===== config.mk =====
export PLATFORM = sky130hd
export DESIGN_NAME = tank_motion_ctrl
export DESIGN_NICKNAME = d
export VERILOG_FILES = /design/src/rtl/tank_pkg.sv /design/src/rtl/vs_edge_sync.sv /design/src/rtl/tank_motion_ctrl.sv
export SDC_FILE = /design/constraint.sdc
export NUM_CORES = 1
export LEC_CHECK = 0
export ABC_CLOCK_PERIOD_IN_PS = 4360
export CAP_MARGIN = 20
export CORE_MARGIN = 5
export CORE_UTILIZATION = 61
export CTS_CLUSTER_DIAMETER = 200
export DETAILED_ROUTE_END_ITERATION = 6
export PLACE_DENSITY = 0.86
export SYNTH_ARGS = -nofsm -noshare
export SYNTH_HDL_FRONTEND = slang
export SYNTH_SLANG_ARGS = --single-unit

===== constraint.sdc =====
create_clock -name clk_clk -period 4.36 [get_ports clk_clk]
set_input_delay 0.872 -clock clk_clk [delete_from_list [all_inputs] [get_ports clk_clk]]
set_output_delay 0.872 -clock clk_clk [all_outputs]
set_load 0.01 [all_outputs]

===== src/rtl/tank_pkg.sv =====
// Shared keycodes, facing directions and motion states for the tank controller.
package tank_pkg;

  localparam logic [7:0] KEY_W     = 8'h1A;
  localparam logic [7:0] KEY_D     = 8'h07;
  localparam logic [7:0] KEY_S     = 8'h16;
  localparam logic [7:0] KEY_A     = 8'h04;
  localparam logic [7:0] KEY_SPACE = 8'h2C;

  typedef enum logic [1:0] {
    DIR_UP    = 2'd0,
    DIR_RIGHT = 2'd1,
    DIR_DOWN  = 2'd2,
    DIR_LEFT  = 2'd3
  } dir_t;

  typedef enum logic [1:0] {
    IDLE    = 2'd0,
    MOVE    = 2'd1,
    BLOCKED = 2'd2
  } motion_state_t;

endpackage


===== src/rtl/vs_edge_sync.sv =====
// Synchronises VGA vsync and emits a one-cycle tick on its falling edge.
// Tick appears 3 cycles after the raw vsync fall; sync flops reset high.
module vs_edge_sync (
  input  logic clk_i,
  input  logic rst_n_i,
  input  logic vs_i,
  output logic tick_o
);

  logic s1_q, s2_q, prev_q, tick_q;

  always_ff @(posedge clk_i) begin
    if (!rst_n_i) begin
      s1_q   <= 1'b1;
      s2_q   <= 1'b1;
      prev_q <= 1'b1;
      tick_q <= 1'b0;
    end else begin
      s1_q   <= vs_i;
      s2_q   <= s1_q;
      prev_q <= s2_q;
      tick_q <= prev_q & ~s2_q;
    end
  end

  assign tick_o = tick_q;

endmodule


===== src/rtl/tank_motion_ctrl.sv =====
// Per-frame tank position, facing and rate-limited fire from a HID keycode.
// One update per vsync falling edge; position visible the cycle after frame_tick.
module tank_motion_ctrl
  import tank_pkg::*;
#(
  parameter int H_ACTIVE  = 640,
  parameter int V_ACTIVE  = 480,
  parameter int TANK_SIZE = 16,
  parameter int STEP      = 2,
  parameter int FIRE_CD   = 30,
  parameter int X_INIT    = 312,
  parameter int Y_INIT    = 232
) (
  input  logic       clk_clk,
  input  logic       reset_reset_n,
  input  logic [7:0] keycode,
  input  logic       vga_vs,
  output logic       frame_tick,
  output logic [9:0] tank_x,
  output logic [9:0] tank_y,
  output logic [1:0] tank_dir,
  output logic       moving,
  output logic       fire_pulse
);

  localparam logic [10:0] STEP_W = 11'(STEP);
  localparam logic [10:0] X_MAX  = 11'(H_ACTIVE - TANK_SIZE);
  localparam logic [10:0] Y_MAX  = 11'(V_ACTIVE - TANK_SIZE);

  logic [7:0]    key_q;
  logic [9:0]    x_q, y_q;
  dir_t          dir_q;
  motion_state_t state_q;
  logic          moving_q;
  logic [4:0]    cd_q;

  logic [10:0]   x_d, y_d, x_sum, y_sum;
  dir_t          dir_d;
  logic          is_dir, moved, fire;

  vs_edge_sync u_vs_sync (
    .clk_i   (clk_clk),
    .rst_n_i (reset_reset_n),
    .vs_i    (vga_vs),
    .tick_o  (frame_tick)
  );

  // Sums are kept 11 bits wide so the clamp compare sees any overflow past 1023.
  always_comb begin
    x_sum  = {1'b0, x_q} + STEP_W;
    y_sum  = {1'b0, y_q} + STEP_W;
    x_d    = {1'b0, x_q};
    y_d    = {1'b0, y_q};
    dir_d  = dir_q;
    is_dir = 1'b1;
    case (key_q)
      KEY_W: begin
        y_d   = ({1'b0, y_q} < STEP_W) ? 11'd0 : {1'b0, y_q} - STEP_W;
        dir_d = DIR_UP;
      end
      KEY_D: begin
        x_d   = (x_sum > X_MAX) ? X_MAX : x_sum;
        dir_d = DIR_RIGHT;
      end
      KEY_S: begin
        y_d   = (y_sum > Y_MAX) ? Y_MAX : y_sum;
        dir_d = DIR_DOWN;
      end
      KEY_A: begin
        x_d   = ({1'b0, x_q} < STEP_W) ? 11'd0 : {1'b0, x_q} - STEP_W;
        dir_d = DIR_LEFT;
      end
      default: is_dir = 1'b0;
    endcase
    moved = (x_d[9:0] != x_q) || (y_d[9:0] != y_q);
    fire  = frame_tick && (key_q == KEY_SPACE) && (cd_q == 5'd0);
  end

  always_ff @(posedge clk_clk) begin
    if (!reset_reset_n) begin
      key_q    <= 8'h00;
      x_q      <= 10'(X_INIT);
      y_q      <= 10'(Y_INIT);
      dir_q    <= DIR_UP;
      state_q  <= IDLE;
      moving_q <= 1'b0;
      cd_q     <= 5'd0;
    end else begin
      key_q <= keycode;
      if (frame_tick) begin
        x_q   <= x_d[9:0];
        y_q   <= y_d[9:0];
        dir_q <= dir_d;
        if (!is_dir) begin
          state_q  <= IDLE;
          moving_q <= 1'b0;
        end else if (moved) begin
          state_q  <= MOVE;
          moving_q <= 1'b1;
        end else begin
          state_q  <= BLOCKED;
          moving_q <= 1'b0;
        end
        if (fire)
          cd_q <= 5'(FIRE_CD);
        else if (cd_q != 5'd0)
          cd_q <= cd_q - 5'd1;
      end
    end
  end

  assign tank_x     = x_q;
  assign tank_y     = y_q;
  assign tank_dir   = dir_q;
  assign moving     = moving_q;
  assign fire_pulse = fire;

endmodule


==> flow_summary.toml, run 1 <==
[worst_hold_path]
hold_class = "reg -> reg"
hp-start = "u_vs_sync.prev_q$_SDFF_PN1_"
min_to = "u_vs_sync.tick_o$_SDFF_PN0_"
hold_path_depth = 2

[layout]
layout.nets = 450
drive_gt1_share_pct = 5.517
antenna_cells = 0
postLayoutCoreUtil_pct = 69.38
syn2layout_area_growth_pct = 11.80
stdcell_count = 505

[clock_network]
cts.clk_slew.worst_paths_ns = 0.07
cts_setup_buffers = 0
cts_sinks = 40
cts_buffer_depth = 2
root_buffer = "clkbuf_8"
ctsHoldBuffers = 0
cts_buffers = 5
tritoncts = "yes"
clk_latency_ns = 0.31
post_cts_resized = 0
cts_htree_levels = 2

[setup_path]
rr_startpoint = "tank_x[2]$_SDFFE_PN0P_"
reg2reg_to = "moving$_SDFFE_PN0P_"
arrival_ns = 3.26
crit_cells = 10
reg2reg_depth = 10
startpoint_type = "flip-flop"
path_cells = "ha_1 -> and3_1 -> a311oi_1 -> a31o_2 -> o211a_1 -> o21ai_1 -> nand4b_1 -> a211oi_1 -> o22a_1 -> nand2_1"
worstSetupEndpointType = "flip-flop"
critPathKind = "reg -> reg"
r2r_slack_ns = 1.28
crit_path_max_incr_delay_ns = 0.58
crit_family = "compound AO/OA/AOI/OAI gates"
cp.required_ns = 4.54
critPathSlowestCell = "dfxtp_1"
crit_buf_inv = 0
crit_fanout = 14

[sta]
slew_headroom_pct = 46.64
finalCriticalPeriod_ns = 3.076
rsz0062_at_grt = "false"
period_share_pct = 70.56
drv_slew = 0
setup_viol = 0
max_freq_ghz = 0.3251
hold_violations = 0
tns_ns = 0
tightest_slew_ns = 0.7951
setup_slack_ns = 1.284
finClkSkew_ns = 0.01841

[synth]
synth_edf_count = 0
synth_fa_ha_area_share_pct = 1.986
syn_nets = 443
yosysSeqAreaShare_pct = 25.43
synthMuxAreaShare_pct = 0.9535
syn_area_per_cell_sq_um = 7.375
yosys_warnings = 0
synth_top_family_by_area = "simple AND/OR/NAND/NOR gates"
synth_ff_type = "dfxtp_1"
synth_cell_types = 68
ys_async_sr_fraction_pct = 0
synthXorXnorAreaFrac_pct = 2.503
synth_simple_gate_area_share_pct = 32.78
syn_area_sq_um = 3149
synth_compound_area_share_pct = 29.48
synth-seq-cells = 40
postSynthCellCount = 427

[power]
p_per_area_nw_per_um2 = 200.9
peakVddDrop_uv = 186.4
p_leak_uw = 0.001222
power_uw = 707.2

[global_route]
grt_max_degree = 39
grt_pass1_wl_mm = 13.88
antenna_found_initial = 0
grt_pass1_vias = 2871
globalRouteOverflowTotal = 0
grt.total_usage_pct = 26.39

[placement]
place.port_buffers = 35
dp_hpwl_mm = 5.923
placed_cells_incl_taps = 497
place.gp.congestion = 0.9723
post-place-ws_ns = 1.338

[floorplan]
dieArea_sq_um = 6699
initial_core_util_pct = 62.06
die_w_um = 81.85
ioPinCount = 36
core-area_sq_um = 5075
die_h_um = 81.85
core.rowCount = 26

[run_status]
status = "finished, final reports clean"

[drt]
drt_iter0_drc = 547
dr.pass1.iters = 7
via_per_inst = 6.503
post-route-drc-count = 0
detail-route-antenna-nets = 0
wl_per_cell_um = 16.34
wirelength_mm = 8.250
vias = 3284

[job]
maxCapViolCount = 0
[cells in the mapped netlist, types with 5 or more instances]
master / instances / share of area [%]
nor2_1: 39 / 4.6
nand4_1: 8 / 1.6
and2_1: 16 / 3.2
o221ai_1: 7 / 1.9
inv_1: 11 / 1.3
a21boi_0: 7 / 1.7
nand2b_1: 12 / 2.4
a22oi_1: 5 / 1.2
a31oi_1: 5 / 0.99
or4_1: 5 / 1.2
nor3_1: 10 / 1.6
xnor2_1: 8 / 2.2
dfxtp_1: 40 / 25
and3_1: 6 / 1.2
clkbuf_1: 17 / 2.0
ha_1: 5 / 2.0
o21ai_0: 21 / 3.3
nor4_1: 6 / 1.2
nand4b_1: 5 / 1.4
nand2_1: 50 / 6.0
nand3_1: 15 / 2.4
buf_2: 16 / 2.5
o21ai_1: 6 / 0.95
o211a_1: 6 / 1.9
a21oi_1: 21 / 3.3
[cells by family (layout without fill, tap and decap cells)]
family	Yosys count	count (layout)
compound gates	128	128
xor+xnor	9	9
fa+ha+maj	5	5
buf+inv	49	57
flops	40	40
mux	3	3
simple gates	193	193
[sequential cells by signal, indices dropped and copies added (netlist names)]
register	flops
tank_x	10
tank_y	10
key_q	8
cd_q	5
tank_dir	2
moving	1
u_vs_sync.prev_q	1
u_vs_sync.s1_q	1
u_vs_sync.s2_q	1
u_vs_sync.tick_o	1
[report_power, final]
part | internal [uW] | switching (uW)
clock network | 129 | 130
logic | 30.8 | 31.2
registers | 373 | 13.8
total | 532 | 175
[worst min-delay path, stage by stage, from the launching register on]
cell     delay, ns
dfxtp_1       0.30
inv_1         0.04
nor2_1        0.03
[how the worst max path moves through the flow]
stage                                       from             endpoint  slack, ns
after detailed placement  tank_x[2]$_SDFFE_PN0P_  moving$_SDFFE_PN0P_       1.34
final                     tank_x[2]$_SDFFE_PN0P_  moving$_SDFFE_PN0P_       1.28
after global routing      tank_x[2]$_SDFFE_PN0P_  moving$_SDFFE_PN0P_       0.96
after floorplan           tank_x[2]$_SDFFE_PN0P_  moving$_SDFFE_PN0P_       1.70
after global placement    tank_y[1]$_SDFFE_PN0P_  moving$_SDFFE_PN0P_       1.43
after CTS                 tank_y[1]$_SDFFE_PN0P_  moving$_SDFFE_PN0P_       1.32
[routing by layer]
metal  vias up  wire, um  global-route usage, %
met2       203      3632                  40.15
met3        10       892                  4.934
met5         -         0                      0
met4         0        99                  9.136
li1       1596         -                      -
met1      1475      3625                  37.11
[area by class of cell]
class                      instances  area (sq um)
clock buffer                       8         90.09
fill                             429          1554
multi-input combinational        338          2132
timing repair buffer              37         365.4
tap                               70         87.58
sequential                        40         800.8
inverter                          12         45.04
[cells in the final DEF, fill, tap and decap left out, drive strengths merged, types with 6 or more instances in the layout]
cell type and instances:
nor3 13, clkdlybuf4s50 35, xnor2 8, and2 16, nand3 15, nand4 8, o211a 6, o221ai 7
inv 12, nor4 6, and3 7, nor2 39, o21ai 28, a21oi 21, clkbuf 8, a21boi 8
nand2 50, dfxtp 40, nand2b 12
[per-stage QoR]
stage	hold WS (ns)	instance area, sq um
3_3_place_gp	0.3985	3431
3_5_place_dp	0.4102	3431
5_1_grt	0.4311	3521
2_1_floorplan	0.3863	3149
4_1_cts	0.4214	3521
6_report	0.4173	3521
No activity file was read; power rests on OpenSTA's default activity.
==> run 2: changes to the inputs <==
--- a/config.mk
+++ b/config.mk
@@ -5,13 +5,13 @@
 export SDC_FILE = /design/constraint.sdc
 export NUM_CORES = 1
 export LEC_CHECK = 0
-export ABC_CLOCK_PERIOD_IN_PS = 4360
+export ABC_CLOCK_PERIOD_IN_PS = 2550
 export CAP_MARGIN = 20
 export CORE_MARGIN = 5
-export CORE_UTILIZATION = 61
+export CORE_UTILIZATION = 51
 export CTS_CLUSTER_DIAMETER = 200
 export DETAILED_ROUTE_END_ITERATION = 6
-export PLACE_DENSITY = 0.86
+export PLACE_DENSITY = 0.76
 export SYNTH_ARGS = -nofsm -noshare
 export SYNTH_HDL_FRONTEND = slang
 export SYNTH_SLANG_ARGS = --single-unit
==> constraint.sdc (replaced) <==
create_clock -name clk_clk -period 2.55 [get_ports clk_clk]
set_input_delay 0.51 -clock clk_clk [delete_from_list [all_inputs] [get_ports clk_clk]]
set_output_delay 0.51 -clock clk_clk [all_outputs]
set_load 0.01 [all_outputs]
==> run 2 against run 1 <==
Utilization grew 4.9 points. Fmax grew 23%. Final area grew 26%. Via count grew 14%. Setup slack lost 1.2 ns. Die area grew 17%. Register-to-register slack lost 1.2 ns. Critical path depth shrank 1. Clock-buffer cell count shrank 3. First-iteration DRC count shrank 9.0%. Combinational power grew to 2.6 times the previous value.
==> flow_summary.toml, run 2 (synthesis gave the netlist of run 1 again) <==
[sta]
setup_viol = 0
max_freq_ghz = 0.3988
tns_ns = 0
rsz0062_at_grt = "true"
period_share_pct = 98.33
hold_violations = 0
timing.hold.ws_ns = 0.4114
finClkSkew_ns = 0.01168
tightest_slew_ns = 0.4987
slew_headroom_pct = 66.45
setup_slack_ns = 0.04262
finalCriticalPeriod_ns = 2.507
drv_slew = 0

[setup_path]
crit_path_max_incr_delay_ns = 0.66
worstSetupEndpointType = "flip-flop"
path_cells = "or3_4 -> or4_1 -> buf_4 -> nor4_1 -> a211oi_2 -> nand4b_1 -> a211oi_2 -> o22a_1 -> nand2_1"
crit_top_cell = "a211oi_2"
cp.required_ns = 2.81
r2r_slack_ns = 0.04
crit_buf_inv = 1
arrival_ns = 2.77
crit_fanout = 4
startpoint_type = "flip-flop"
crit_family = "simple AND/OR/NAND/NOR gates"
critPathKind = "reg -> reg"
critPathSlowestCell = "or4_1"

[clock_network]
cts.clk_slew.worst_paths_ns = 0.08
cts_buffer_depth = 2
root_buffer = "clkbuf_8"
tritoncts = "yes"
cts_htree_levels = 2
cts_buffers = 5
cts_sinks = 40
clk_latency_ns = 0.31

[floorplan]
core.rowCount = 28
initial_core_util_pct = 52.88
dieArea_sq_um = 7846
die_w_um = 88.58
die_h_um = 88.58
ioPinCount = 36
core-area_sq_um = 5956

[drt]
post-route-drc-count = 0
dr.pass1.iters = 5
drt_iter0_drc = 498
vias = 3754
via_per_inst = 6.299
detail-route-antenna-nets = 0
wl_per_cell_um = 18.05
wirelength_mm = 10.76

[layout]
postLayoutCoreUtil_pct = 74.31
final_cell_mix = "86 x buf_4, 49 x nand2_1, 36 x nor2_1, 34 x clkdlybuf4s50_1, 32 x dfxtp_1"
drive_gt1_share_pct = 29.17
seqCellArea_sq_um = 820.8
multi_input_area_sq_um = 2332
final_common_cell = "buf_4"
layout.nets = 536
stdcell_count = 596
fillCellCount = 464
syn2layout_area_growth_pct = 40.52
antenna_cells = 0

[worst_hold_path]
hold_class = "reg -> reg"

[power]
pwr-share-comb_pct = 11.8
p_sw_share_pct = 25.65
p_sw_uw = 347.0
intPower_uw = 1006
p_per_area_nw_per_um2 = 305.7
peakVddDrop_uv = 331.4
clkPwrFrac_pct = 40.6
seq_power_share_pct = 47.6
p_leak_uw = 0.001687

[global_route]
antenna_found_initial = 0
grt.total_usage_pct = 26.67
grt_pass1_vias = 3326
grt_pass1_wl_mm = 16.48
grt_max_degree = 39
globalRouteOverflowTotal = 0

[placement]
dp_hpwl_mm = 7.602
place.port_buffers = 35
placed_cells_incl_taps = 581
place.gp.congestion = 1.004
post-place-ws_ns = -0.08760

[job]
maxCapViolCount = 0

[run_status]
status = "finished, final reports clean"
[run 2: cell types whose count changed in the layout (fill, tap and decap cells not counted), moves of 3 or more]
| cell | before | now |
|---|---|---|
| o21ai_1 | 6 | 3 |
| dfxtp_2 | 0 | 4 |
| buf_4 | 2 | 86 |
| dfxtp_1 | 40 | 32 |
| nor2_2 | 0 | 3 |
| nor2_1 | 39 | 36 |
| dfxtp_4 | 0 | 4 |
| o21ai_4 | 0 | 3 |
[run 2: power groups by stage]
stage,Sequential (uW),Combinational (uW),Clock (uW)
finish,644,160,549
global placement,660,139,0
global route,646,173,586
CTS,646,143,559
floorplan,662,78.7,0
detailed placement,661,141,0
[run 2: layout make-up]
type | instances | area share [%]
flip-flops and latches | 40 | 18.55
clock buffers | 5 | 1.555
inverters | 12 | 1.018
well taps | 75 | 2.120
repair buffers | 123 | 22.99
multi-input cells | 338 | 52.70
clock inverters | 3 | 1.074
[run 2: worst paths after layout]
kind,start,cells after the start,to
worst min register to register,u_vs_sync.s1_q$_SDFF_PN1_,1,u_vs_sync.s2_q$_SDFF_PN1_
worst min-delay path,u_vs_sync.s1_q$_SDFF_PN1_,1,u_vs_sync.s2_q$_SDFF_PN1_
worst max register to register,key_q[5]$_SDFF_PN0_,9,moving$_SDFFE_PN0P_
worst max-delay path,key_q[5]$_SDFF_PN0_,9,moving$_SDFFE_PN0P_
[run 2: through the flow]
stage	instance area [sq um]	power [uW]
after CTS	4173	1348
after global placement	4034	798.7
after global routing	4425	1405
final	4425	1353
after floorplan	3164	740.7
after detailed placement	4034	801.3
[run 2: worst reg2reg max path: stages, from the launching register on]
cell and delay, ns:
dfxtp_4 0.36, or3_4 0.41, or4_1 0.66, buf_4 0.21, nor4_1 0.34, a211oi_2 0.06
nand4b_1 0.14, a211oi_2 0.06, o22a_1 0.16, nand2_1 0.06
[run 2: per-layer routing]
metal  part of all wire [%]  vias up  track usage (%)  wire (um)
met1                     44     1743            37.94       4726
met2                     45      215            40.38       4847
met3                    8.7       27            6.052        933
li1                       -     1769                -          -
met4                    2.3        0            7.555        250
met5                      0        -                0          0
[run 2: repair_timing]
item	CTS	global route
pin swaps	0	15
setup buffers	0	7
setup endpoints to repair	2	7
resized for setup	8	44
hold buffers	0	0
endpoints found under the hold margin	0	0
